$ cat src/rtl/dac_scan_pkg.sv
// Shared types and default sizing for the DAC scan writer.
package dac_scan_pkg;

  localparam int DEF_DATA_W       = 12;
  localparam int DEF_CH_NUM       = 16;
  localparam int DEF_CLK_DIV      = 16;
  localparam int DEF_SETTLE_TICKS = 10;
  localparam int DEF_HOLD_TICKS   = 4;

  // One code-to-output pass per channel walks SELECT through HOLD in order
  typedef enum logic [2:0] {
    IDLE   = 3'd0,
    SELECT = 3'd1,
    LOAD   = 3'd2,
    STROBE = 3'd3,
    LATCH  = 3'd4,
    SETTLE = 3'd5,
    HOLD   = 3'd6
  } scan_state_t;

endpackage

$ cat src/rtl/dac_scan_writer_scan_tick_gen.sv
// Free-running divider producing a one-CLK tick every CLK_DIV cycles.
module scan_tick_gen #(
  parameter int CLK_DIV = 16
) (
  input  logic CLK,
  input  logic RSTn,
  output logic tick
);

  localparam int CW = (CLK_DIV > 1) ? $clog2(CLK_DIV) : 1;

  logic [CW-1:0] count;

  assign tick = (count == CW'(CLK_DIV - 1));

  always_ff @(posedge CLK or negedge RSTn) begin
    if (!RSTn) begin
      count <= '0;
    end else if (tick) begin
      count <= '0;
    end else begin
      count <= count + CW'(1);
    end
  end

endmodule

$ cat src/rtl/dac_scan_writer.sv
// Multi-channel DAC refresh engine: host register file plus a tick-paced scan FSM.
// Optional host readback port is enabled by defining DAC_SCAN_READBACK_EN.
module dac_scan_writer
  import dac_scan_pkg::*;
#(
  parameter int DATA_W       = DEF_DATA_W,
  parameter int CH_NUM       = DEF_CH_NUM,
  parameter int CLK_DIV      = DEF_CLK_DIV,
  parameter int SETTLE_TICKS = DEF_SETTLE_TICKS,
  parameter int HOLD_TICKS   = DEF_HOLD_TICKS
) (
  input  logic              CLK,
  input  logic              RSTn,
  input  logic              Scan_En,
  input  logic              Write,
  input  logic [3:0]        Channel_Select,
  input  logic [DATA_W-1:0] Wr_Data,
`ifdef DAC_SCAN_READBACK_EN
  input  logic              Read,
  output logic [DATA_W-1:0] Rd_Data,
`endif
  output logic              Ack,
  output logic              Busy,
  output logic [DATA_W-1:0] DAC_DATA,
  output logic              DAC_CSn,
  output logic              DAC_WRn,
  output logic [3:0]        Analog_Switch,
  output logic              SH_EN
);

  localparam int IDX_W  = (CH_NUM > 1) ? $clog2(CH_NUM) : 1;
  localparam int PH_MAX = (SETTLE_TICKS > HOLD_TICKS) ? SETTLE_TICKS : HOLD_TICKS;
  localparam int PH_W   = (PH_MAX > 1) ? $clog2(PH_MAX) : 1;

  logic              tick;
  logic [DATA_W-1:0] mem [CH_NUM];
  logic              sel_valid;
  logic [IDX_W-1:0]  sel_idx;

  scan_state_t       state;
  logic [IDX_W-1:0]  scan_idx;
  logic [IDX_W-1:0]  next_idx;
  logic [PH_W-1:0]   phase_cnt;
  logic              settle_last;
  logic              hold_last;

  scan_tick_gen #(
    .CLK_DIV (CLK_DIV)
  ) u_tick (
    .CLK  (CLK),
    .RSTn (RSTn),
    .tick (tick)
  );

  assign sel_valid   = (32'(Channel_Select) < 32'(CH_NUM));
  assign sel_idx     = Channel_Select[IDX_W-1:0];
  assign next_idx    = (scan_idx == IDX_W'(CH_NUM - 1)) ? '0 : scan_idx + IDX_W'(1);
  assign settle_last = (phase_cnt == PH_W'(SETTLE_TICKS - 1));
  assign hold_last   = (phase_cnt == PH_W'(HOLD_TICKS - 1));

  // Host writes always win the port; out-of-range channels are acknowledged but dropped
  always_ff @(posedge CLK or negedge RSTn) begin
    if (!RSTn) begin
      for (int i = 0; i < CH_NUM; i++) begin
        mem[i] <= '0;
      end
      Ack <= 1'b0;
    end else begin
      Ack <= Write;
      if (Write && sel_valid) begin
        mem[sel_idx] <= Wr_Data;
      end
    end
  end

`ifdef DAC_SCAN_READBACK_EN
  // Write-first: a read colliding with a write to the same entry returns the new code
  always_ff @(posedge CLK or negedge RSTn) begin
    if (!RSTn) begin
      Rd_Data <= '0;
    end else if (Read && sel_valid) begin
      Rd_Data <= Write ? Wr_Data : mem[sel_idx];
    end else begin
      Rd_Data <= '0;
    end
  end
`else
  // Readback disabled: the register file is write-only from the host side.
`endif

  // Scan sequencer; every output is registered and changes on the edge its state is entered
  always_ff @(posedge CLK or negedge RSTn) begin
    if (!RSTn) begin
      state         <= IDLE;
      scan_idx      <= '0;
      phase_cnt     <= '0;
      DAC_DATA      <= '0;
      DAC_CSn       <= 1'b1;
      DAC_WRn       <= 1'b1;
      Analog_Switch <= '0;
      SH_EN         <= 1'b0;
      Busy          <= 1'b0;
    end else if (!(state inside {IDLE, SELECT, LOAD, STROBE, LATCH, SETTLE, HOLD})) begin
      state         <= IDLE;
      phase_cnt     <= '0;
      DAC_DATA      <= '0;
      DAC_CSn       <= 1'b1;
      DAC_WRn       <= 1'b1;
      Analog_Switch <= '0;
      SH_EN         <= 1'b0;
      Busy          <= 1'b0;
    end else if (tick) begin
      case (state)
        IDLE: begin
          DAC_CSn <= 1'b1;
          DAC_WRn <= 1'b1;
          SH_EN   <= 1'b0;
          if (Scan_En) begin
            state         <= SELECT;
            Analog_Switch <= 4'(scan_idx);
            Busy          <= 1'b1;
          end
        end
        SELECT: begin
          state    <= LOAD;
          DAC_DATA <= mem[scan_idx];
          DAC_CSn  <= 1'b0;
        end
        LOAD: begin
          state   <= STROBE;
          DAC_WRn <= 1'b0;
        end
        STROBE: begin
          state   <= LATCH;
          DAC_WRn <= 1'b1;
          DAC_CSn <= 1'b1;
        end
        LATCH: begin
          state     <= SETTLE;
          phase_cnt <= '0;
        end
        SETTLE: begin
          if (settle_last) begin
            state     <= HOLD;
            SH_EN     <= 1'b1;
            phase_cnt <= '0;
          end else begin
            phase_cnt <= phase_cnt + PH_W'(1);
          end
        end
        HOLD: begin
          if (hold_last) begin
            SH_EN     <= 1'b0;
            scan_idx  <= next_idx;
            phase_cnt <= '0;
            // Scan_En is only consulted here, so a channel in flight always completes
            if (Scan_En) begin
              state         <= SELECT;
              Analog_Switch <= 4'(next_idx);
            end else begin
              state <= IDLE;
              Busy  <= 1'b0;
            end
          end else begin
            phase_cnt <= phase_cnt + PH_W'(1);
          end
        end
        default: begin
          state <= IDLE;
        end
      endcase
    end
  end

endmodule

$ cat config.mk
export PLATFORM = sky130hd
export DESIGN_NAME = dac_scan_writer
export DESIGN_NICKNAME = d
export VERILOG_FILES = /design/src/rtl/dac_scan_pkg.sv /design/src/rtl/dac_scan_writer_scan_tick_gen.sv /design/src/rtl/dac_scan_writer.sv
export SDC_FILE = /design/constraint.sdc
export NUM_CORES = 1
export LEC_CHECK = 0
export CAP_MARGIN = 40
export CORE_UTILIZATION = 55
export DETAILED_ROUTE_END_ITERATION = 16
export GPL_TIMING_DRIVEN = 0
export PLACE_DENSITY = 0.79
export REMOVE_ABC_BUFFERS = 1
export SYNTH_ARGS = -nofsm -noshare
export SYNTH_HDL_FRONTEND = slang
export SYNTH_SLANG_ARGS = --single-unit
$ cat constraint.sdc
create_clock -name CLK -period 4.3 [get_ports CLK]
set_input_delay 0.645 -clock CLK [delete_from_list [all_inputs] [get_ports CLK]]
set_output_delay 0.645 -clock CLK [all_outputs]
set_load 0.02 [all_outputs]
**Yosys cells after proc, flatten, opt, wreduce, memory -nomap -nowiden**

Index checks and enable logic that the tools add are counted.

- $add $sub $neg: 3
- $lt $le $gt $ge: 3
- Eq/ne operators: 22
- Muxes and demuxes: 46
- Bitwise gates (word level): 2
- Reductions and logical operators: 13

Operators by type and width:

| kind | count |
|---|---|
| $bwmux 192 | 1 |
| $mux 12 | 6 |
| $bmux 12 s4 | 1 |
| $demux 12 s4 | 1 |
| $mux 4 | 11 |
| $ne 3x3->1 const B | 8 |
| $pmux 3 s7 | 1 |
| $mux 3 | 5 |
| $mux 1 | 14 |
| $add 4x1->4 const B | 3 |
| $eq 4x4->1 const B | 3 |
| $pmux 4 s3 | 1 |
| $reduce_and 4->1 | 3 |
| $ge 5x5->1 const B | 2 |
| $not 4->5 | 2 |
| $reduce_and 5->1 | 2 |
| $eq 3x3->1 const B | 3 |
| $ne 4x4->1 const B | 2 |
| $pmux 4 s2 | 1 |
| $reduce_and 2->1 | 4 |
| $reduce_bool 7->1 | 1 |
| $eq 3x2->1 const B | 2 |
| $pmux 1 s2 | 3 |
| $lt 5x1->1 const B | 1 |
| 7 further kinds | 8 |

- Register bits after elaboration: 228
- Input bits: 20
- Word-level logic and storage cells: 116

**Depth between registers and ports, before layout**

Gate-level depths: netlist of the first run.

- Depth in word-level cells: 7
- Mapped depth: 6
- Gate-level depth less buffers: 5

**By module**

From an unflattened synthesis of the first run, not the netlist that was laid out.

- Cell total of the unflattened synthesis: 762
- Area total of the unflattened synthesis: 10,611.4 um2

By module, submodules not included:

| module | instances | cells an instance | area each (um2) | sequential area each (um2) |
|---|---|---|---|---|
| dac_scan_writer | 1 | 749 | 10,442.5 | 5,607.9 |
| scan_tick_gen | 1 | 13 | 168.9 | 100.1 |

**Worst setup path after synthesis of the first run**

OpenSTA, ideal clock, no wires.

- Path kind: input-to-reg
- Start: input Channel_Select[0]
- End: register mem[62] (netlist bit)
- Setup time: 0.125 ns
- Arrival time: 1.779 ns
- Required time: 4.175 ns
- Setup slack: 2.396 ns
- Stages: 4
- Buffers on the path: 1
- Path through: nor3b_1 nor2b_1 buf_2 mux2_2

- Longest elaborated chain between the ends: 6

Ends and longest elaborated chain:

| element | line | RTL |
|---|---|---|
| start, declared | dac_scan_writer.sv:16 | `input logic [3:0] Channel_Select,` |
| $not 4->5 (not written as such) * | dac_scan_writer.sv:71 | `mem[sel_idx] <= Wr_Data;` |
| $ge 5x5->1 (not written as such) or $lt 5x1->1 (tied branches) | dac_scan_writer.sv:71 |  |
| $logic_and 1x1->1 (not written as such) | dac_scan_writer.sv:71 |  |
| $mux 12 (not written as such) | dac_scan_writer.sv:71 |  |
| $demux 12 s4 * | dac_scan_writer.sv:71 |  |
| $bwmux 192 * | dac_scan_writer.sv:71 |  |
| end signal, assigned by index | dac_scan_writer.sv:71 |  |
| end, declared | dac_scan_writer.sv:36 | `logic [DATA_W-1:0] mem [CH_NUM];` |

Mark *: on every way between the ends. The rest lies on a longest branch, timed or not.
A chain may end at the register's enable or synchronous reset.

**Worst setup path after layout of the first run**

- Start: register DAC_CSn
- End: output DAC_CSn

RTL lines:

| element | line | RTL |
|---|---|---|
| start, declared | dac_scan_writer.sv:25 | `output logic DAC_CSn,` |
| start signal, assigned | dac_scan_writer.sv:98 | `DAC_CSn <= 1'b1;` |
| start signal, assigned | dac_scan_writer.sv:107 | `DAC_CSn <= 1'b1;` |
| start signal, assigned | dac_scan_writer.sv:115 | `DAC_CSn <= 1'b1;` |

No word-level cell between the ends.

==> reports/metrics.cfg, run 1 <==
[global_routing]
antenna_found_initial = 0
grtUsageMet1_pct = 32.0
met3_usage_pct = 2.89
grt_util_all_layers_pct = 24.9
gr-total-overflow = 0
grt_busiest_layer = met2
use_met2_pct = 44.6
grt_pass1_wl_um = 37300
grt_max_degree = 117
grt_pass1_vias = 6716

[synth]
yosysSeqAreaShare_pct = 54.6
synth_area_leader_cell = dfrtp_1
synth_area_per_cell_um2 = 14.6
synth_cells = 718
synth_edf_count = 0
synth_flop_cell = dfrtp_1
syn_area_um2 = 10400
yosys-top-cells-area = dfrtp_1, mux2_2, mux4_2
synth_warnings = 0
synth_commonest_cells = dfrtp_1, mux2_2, mux4_2
yosys_register_bits = 228
async_reset_ff_share_pct = 100
synth_top_area_share_pct = 54.1
yosysUniqueCellTypes = 50
synth.most_common_cell = dfrtp_1

[cts]
cts_root_buf = clkbuf_16
clkSinkCount = 228
cts_setup_buffers = 0
cts_buffers = 25
cts_max_path_buffers = 3
clk_pin_slew_ns = 0.06
postCtsHoldBufs = 0
cts_tree = yes
cts-resized-gates = 0
insertion_delay_ns = 0.54
h-tree-depth = 1

[die]
initial_utilization_pct = 56.0
die_w_um = 140
dieArea_um2 = 19600
core_um2 = 18600
die_h_um = 140
placementRows = 50
io_pins = 41

[cells_and_area]
stdcell_count = 1002
antenna_cells = 0
layout-drive-gt1-share_pct = 41.5
final_area_um2 = 12000
nFillCells = 1317
area_delta_synth_final_pct = 15.1
final_nets = 773

[sta]
hold_viol = 0
rsz0062_at_grt = false
max_freq_mhz = 431
period_share_pct = 54.0
hold_ws_ns = 0.205
clock_skew_ns = 0.0175
finalSetupViolCount = 0
final_max_slew_viol_count = 0
tightest_slew_ns = 0.883
final.setup.tns_ns = 0
fin_crit_ns = 2.32
relSlewSlack_pct = 41.0

[worst_setup_path]
max_stage_delay_ns = 0.60
crit_chain = clkdlybuf4s50_1
worstPathRequired_ns = 3.65
cp_max_fo = 3
critical_path_depth = 1
worstRegToRegCells = 5
cp.arrival_ns = 1.68
worstSetupStartpointType = register
crit_family = buffers and inverters
critPathCaptureType = output pin
worst_path_max_delay_cell = clkdlybuf4s50_1
r2r-start = scan_idx[0]
worstReg2RegEnd = DAC_DATA[10]
rrSetupSlack_ns = 1.99
critPathBufInv = 1
path_class = reg -> out

[placed_design]
placed_cells = 956
portBuffers = 40
gp_congestion = 0.820
place_hpwl_um = 14700
placed_cell_area_um2 = 11200

[power]
leakage_nw = 5.04
vdd_drop_max_v = 0.000481
finalPower_mw = 5.78
powerDensity_nw_per_um2 = 480

[detailed_routing]
first_pass_iters = 4
num_vias = 6204
ant_nets = 0
totalWireLength_um = 22900
viasPerCell = 6.19
avgRoutedWirePerCell_um = 22.9
drtIter0Drc = 287
drc_errors = 0

[worst_hold_path]
min-delay-path-class = in -> async

[run]
maxCapViolations = 0

[outcome]
status = completed

## cells in the final DEF (no fill, tap or decap), types with 4 or more instances in the layout
| cell type | count |
|---|---|
| buf_6 | 10 |
| nor2_1 | 34 |
| ha_1 | 4 |
| inv_1 | 8 |
| o21ai_0 | 14 |
| mux2_2 | 197 |
| nand3_1 | 9 |
| a21oi_1 | 8 |
| clkbuf_16 | 25 |
| mux2i_1 | 25 |
| nor3_1 | 4 |
| clkdlybuf4s50_1 | 39 |
| a31oi_1 | 5 |
| clkbuf_8 | 4 |
| clkbuf_1 | 4 |
| nand2b_1 | 6 |
| clkinv_2 | 9 |
| a211o_1 | 12 |
| dfrtp_1 | 223 |
| mux4_2 | 47 |
| nor2_2 | 6 |
| nand2_1 | 16 |
## where the power goes
part	total (mW)	leakage (nW)	internal (mW)	switching, mW
Sequential	2.80	2.82	2.58	0.217
Combinational	0.794	1.79	0.516	0.278
Clock	2.19	0.429	1.32	0.865
## through the flow
step           util (%)  setup slack, ns
6_report           64.5             1.98
5_1_grt            64.5             1.85
4_1_cts            64.5             1.96
3_5_place_dp       60.0             1.46
3_3_place_gp       58.5            -6.20
2_1_floorplan         -            0.806
## worst max-delay path by stage
stage | slack, ns | endpoint | start
3_5_place_dp | 1.46 | mem[152] | Write
3_3_place_gp | -6.20 | mem[40] | RSTn
4_1_cts | 1.96 | DAC_DATA[10] | scan_idx[0]
6_report | 1.98 | DAC_CSn | DAC_CSn
2_1_floorplan | 0.81 | DAC_DATA[10] | scan_idx[0]
5_1_grt | 1.85 | DAC_DATA[10] | scan_idx[0]
## routing by layer
metal | vias to the layer above | routed length [um] | share of wire [%]
li1 | 2738 | - | -
met1 | 3278 | 9720 | 42
met2 | 141 | 11900 | 52
met3 | 47 | 680 | 3.0
met4 | 0 | 604 | 2.6
met5 | - | 0 | 0
## cell type report
cell class | count | area (um^2) | area share [%]
flip-flops and latches | 228 | 5710 | 47.5
inverters | 8 | 30.0 | 0.250
multi-input cells | 430 | 4500 | 37.4
clock inverters | 13 | 155 | 1.29
well taps | 234 | 293 | 2.43
clock buffers | 33 | 696 | 5.78
repair buffers | 56 | 643 | 5.35
## cell families after synthesis
| family | count (synthesis) | share of synthesized area [%] |
|---|---|---|
| simple gates | 96 | 4.45 |
| compound gates | 59 | 4.05 |
| flops | 228 | 54.6 |
| mux | 269 | 33.8 |
| fa+ha+maj | 4 | 0.479 |
| xor+xnor | 2 | 0.168 |
| buf+inv | 60 | 2.47 |
## flip-flops by register name, summed over array words and instances, names as in the netlist
name and count:
SH_EN 1, u_tick.count 4, Ack 1, Busy 1, phase_cnt 4, scan_idx 4, Analog_Switch 4, mem 192
DAC_DATA 12, state 3, DAC_WRn 1, DAC_CSn 1
Power figures use the tool's default switching activity.
==> run 2: changes to the inputs <==
Clock period 4.3 ns to 2.2 ns, I/O delays scaled along.
==> run 2 against run 1 <==
Non-clock buffer count rose by 5. Routed wire length rose by 1.0%. Power rose by 95%. Largest cell class unchanged.
==> reports/metrics.cfg, run 2 (synthesis results as in run 1) <==
[outcome]
status = completed

[placed_design]
portBuffers = 40
gp_congestion = 0.820
place_hpwl_um = 14700

[detailed_routing]
ant_nets = 0
totalWireLength_um = 23200
drtIter0Drc = 236
viasPerCell = 6.18
first_pass_iters = 4
avgRoutedWirePerCell_um = 23.0
drc_errors = 0
num_vias = 6220

[global_routing]
antenna_found_initial = 0
gr-total-overflow = 0
grt_pass1_vias = 6773
grt_pass1_wl_um = 37700
grt_util_all_layers_pct = 25.2
grt_max_degree = 117

[sta]
hold_viol = 0
rsz0062_at_grt = false
period_share_pct = 95.0
fin_crit_ns = 2.09
finalSetupViolCount = 0
final.setup.tns_ns = 0
tightest_slew_ns = 0.878
final_max_slew_viol_count = 0
max_freq_mhz = 479
relSlewSlack_pct = 41.3
clock_skew_ns = 0.0183

[cells_and_area]
final_nets = 778
area_delta_synth_final_pct = 15.9
layout-drive-gt1-share_pct = 42.0
reg_top3 = mem (192), DAC_DATA (12)
largest_reg_flops = 192
layout_common_cells = dfrtp_1, mux2_2, mux4_2, clkdlybuf4s50_1, nor2_1
antenna_cells = 0
nFillCells = 1308
top_register = mem
final_common_cell = dfrtp_1

[worst_hold_path]
min-delay-path-class = in -> reg

[worst_setup_path]
crit_family = flip-flops
cp.arrival_ns = 2.50
worst_path_max_delay_cell = dfrtp_4
max_stage_delay_ns = 0.68
worstSetupStartpointType = register
critPathCaptureType = register
cp_max_fo = 30
crit_chain = buf_12, mux4_2, mux2_2, and3_1, a211o_1
path_class = reg -> reg
critPathBufInv = 1
worstPathRequired_ns = 2.62

[cts]
cts_tree = yes
insertion_delay_ns = 0.53
clk_pin_slew_ns = 0.06
clkSinkCount = 228
cts_buffers = 25
h-tree-depth = 1
cts_root_buf = clkbuf_16
cts_max_path_buffers = 3

[die]
die_w_um = 140
initial_utilization_pct = 56.0
die_h_um = 140
io_pins = 41
placementRows = 50
core_um2 = 18600
dieArea_um2 = 19600

[power]
vdd_drop_max_v = 0.000939
powerDensity_nw_per_um2 = 933
leakage_nw = 5.08
finalPower_mw = 11.3

[run]
maxCapViolations = 0

-- run 2: changes by cell type in the layout (fill, tap and decap cells not counted), sizes merged --
cell,previous run,this run
dlygate4sd3,0,1
bufbuf,0,1
buf,17,20
-- run 2: repair_timing --
| action | 4_1_cts | 5_1_grt |
|---|---|---|
| setup endpoints to repair | 10 | 11 |
| setup buffers | 3 | 0 |
| gates cloned | 1 | 0 |
| gates resized for setup | 3 | 1 |
| hold endpoints to repair | 113 | 0 |
| hold buffers | 1 | 0 |
-- run 2: worst reg2reg max path, delay by kind of cell, from the launching register on --
family	cells	cell delay (ns)
flip-flops	1	0.68
multiplexers	2	0.62
buffers and inverters	1	0.29
AO/OA/AOI/OAI	1	0.21
AND/OR/NAND/NOR	1	0.18
-- run 2: final cells by class --
cell class	instances	area, um^2	share of cell area [%]
flip-flops and latches	228	5720	47.2
multi-input cells	430	4510	37.2
repair buffers	61	708	5.85
clock buffers	33	696	5.75
well taps	234	293	2.42
clock inverters	13	155	1.28
inverters	8	30.0	0.248
-- run 2: routing by layer --
layer / vias up / routed length (um) / track usage [%]
li1: 2738 / - / -
met1: 3296 / 9840 / 32.4
met2: 143 / 12100 / 44.5
met3: 43 / 618 / 2.92
met4: 0 / 638 / 8.33
met5: - / 0 / 0
-- run 2: power by group --
group	internal (mW)	leakage [nW]	switching, mW
clock	2.59	0.429	1.68
combinational	1.01	1.83	0.544
sequential	5.04	2.82	0.425
-- run 2: worst paths after layout --
path	startpoint	to	slack, ns	cells past startpoint
min in group asynchronous	RSTn	mem[168]	0.48	2
worst min-delay path	Write	Ack	0.36	1
worst max-delay path	scan_idx[1]	DAC_DATA[10]	0.11	5
max in group asynchronous	RSTn	mem[111]	0.67	3
worst min register to register	mem[68]	mem[68]	0.50	1
worst max register to register	scan_idx[1]	DAC_DATA[10]	0.11	5
-- run 2: per-stage QoR --
stage	setup WS, ns	hold WS, ns	util, %	instances	instance area, um^2
2_1_floorplan	-1.29	0.0344	-	666	10200
3_5_place_dp	-0.322	0.477	60.0	956	11200
4_1_cts	0.00818	0.334	64.9	1007	12100
5_1_grt	0.0209	0.355	64.9	1007	12100
6_report	0.110	0.357	64.9	1007	12100
3_3_place_gp	-7.98	0.470	58.5	940	10900
==> run 3: changes to the inputs <==
Settings changed: PLACE_DENSITY 0.79 to 0.82.
Clock period 2.2 ns to 1.9 ns, I/O delays scaled along.
==> run 3 against run 2 <==
The run now ends with negative setup slack left. Die area unchanged. Critical path depth did not move. Global-route usage increased by 1.1 points. Sequential share of layout area fell by 0.95 points. Core utilization up 1.4 points.
==> reports/metrics.cfg, run 3 (synthesis results as in run 1) <==
[placed_design]
gp_congestion = 0.838
portBuffers = 40
place_hpwl_um = 15500
dp_slack_ns = -0.708
placed_cell_area_um2 = 11200

[cts]
cts_tree = yes
cts_root_buf = clkbuf_16
cts_max_path_buffers = 3
clk_pin_slew_ns = 0.06
clkSinkCount = 228
h-tree-depth = 1
cts_buffers = 23
insertion_delay_ns = 0.51

[worst_setup_path]
worstRegToRegCells = 5
r2r-start = scan_idx[0]
setup.worst_path.end = DAC_DATA[10]
path_class = reg -> reg
critPathCaptureType = register
worstSetupStartpointType = register
cp_max_fo = 13
worstPathRequired_ns = 2.29
rrSetupSlack_ns = -0.04
worstReg2RegEnd = DAC_DATA[10]
cp.arrival_ns = 2.33
critPathLaunch = scan_idx[0]

[die]
io_pins = 41
core_um2 = 18600
initial_utilization_pct = 56.0
placementRows = 50
die_h_um = 140
dieArea_um2 = 19600
die_w_um = 140

[power]
powerDensity_nw_per_um2 = 1010
p_sw_mw = 2.98
share_comb_of_total_power_pct = 14.6
p_int_mw = 9.57
leakage_nw = 5.18
p_seq_share_pct = 50.7
clock_power_share_pct = 34.7
p_sw_share_pct = 23.7
finalPower_mw = 12.5
vdd_drop_max_v = 0.000876

[cells_and_area]
largest_reg_flops = 192
final_common_cell = dfrtp_1
layout-drive-gt1-share_pct = 45.1
ff_latch_area_um2 = 5720
nFillCells = 1244
layout_common_cells = dfrtp_1, mux2_2, mux4_2, clkdlybuf4s50_1, nor2_1
final_nets = 806
top_register = mem
reg_top3 = mem (192), DAC_DATA (12)
antenna_cells = 0
multiInputGateArea_um2 = 4570
area_delta_synth_final_pct = 18.3
final_area_um2 = 12400

[outcome]
status = finished, violations left
violations = negative setup slack

[worst_hold_path]
min-delay-path-class = in -> reg
worstHoldPathCells = 1

[global_routing]
gr-total-overflow = 0
grt_max_degree = 135
grt_util_all_layers_pct = 26.3
grt_pass1_wl_um = 39300
grt_pass1_vias = 6913
antenna_found_initial = 0

[detailed_routing]
first_pass_iters = 5
drtIter0Drc = 333
viasPerCell = 6.37
num_vias = 6575
drc_errors = 0
ant_nets = 0
avgRoutedWirePerCell_um = 24.3
totalWireLength_um = 25100

[sta]
finalSetupViolCount = 2
clock_skew_ns = 0.0173
period_share_pct = 102
tightest_slew_ns = 0.902
final_max_slew_viol_count = 0
relSlewSlack_pct = 39.8
hold_viol = 0
layout_setup_ws_ns = -0.0410
max_freq_mhz = 515
final.setup.tns_ns = -0.0555
rsz0062_at_grt = true
fin_crit_ns = 1.94

[run]
maxCapViolations = 0

[run 3: per-stage QoR]
stage / std cells / hold slack, ns / utilization (%)
6_report: 1032 / 0.315 / 66.3
5_1_grt: 1032 / 0.308 / 66.3
4_1_cts: 1006 / 0.290 / 64.8
3_5_place_dp: 958 / 0.359 / 60.1
3_3_place_gp: 940 / 0.471 / 58.5
2_1_floorplan: 666 / -0.0106 / -
[run 3: worst min path at each step]
stage                               start              end  slack [ns]
after global routing                Write              Ack        0.31
after detailed placement             RSTn         mem[176]        0.36
after global placement    u_tick.count[0]  u_tick.count[0]        0.47
after floorplan                      RSTn              Ack       -0.01
final                               Write              Ack        0.32
after CTS                           Write              Ack        0.29
[run 3: critical path, stage by stage (launching register included)]
cell	delay, ns
dfrtp_4	0.48
buf_16	0.17
mux4_2	0.52
mux2_4	0.27
and3_4	0.17
a211o_1	0.22
[run 3: area by class of cell]
class                      instances  share of cell area, %
sequential                       228                   46.3
clock inverter                     1                 0.0708
inverter                           8                  0.243
timing repair buffer              91                   8.23
multi-input combinational        430                   37.0
clock buffer                      40                   5.82
tap                              234                   2.37
[run 3: metal layers]
layer	vias up	track usage [%]	share of wire (%)
met1	3488	33.8	40
li1	2795	-	-
met5	-	0	0
met3	67	4.13	4.5
met2	225	45.4	51
met4	0	9.66	3.6
[run 3: power groups by stage]
stage / combinational [mW] / clock [mW] / sequential (mW)
final: 1.83 / 4.36 / 6.36
after global routing: 1.98 / 4.61 / 6.46
after CTS: 1.85 / 4.42 / 6.35
after detailed placement: 1.82 / 0 / 6.43
after global placement: 1.69 / 0 / 6.31
after floorplan: 1.30 / 0 / 6.26
[run 3: what timing repair did]
item | CTS | global route
setup endpoints to repair | 46 | 33
resized for setup | 18 | 13
setup buffers | 5 | 25
hold buffers | 1 | 0
pin swaps | 2 | 1
cloned | 1 | 1
endpoints found under the hold margin | 92 | 0
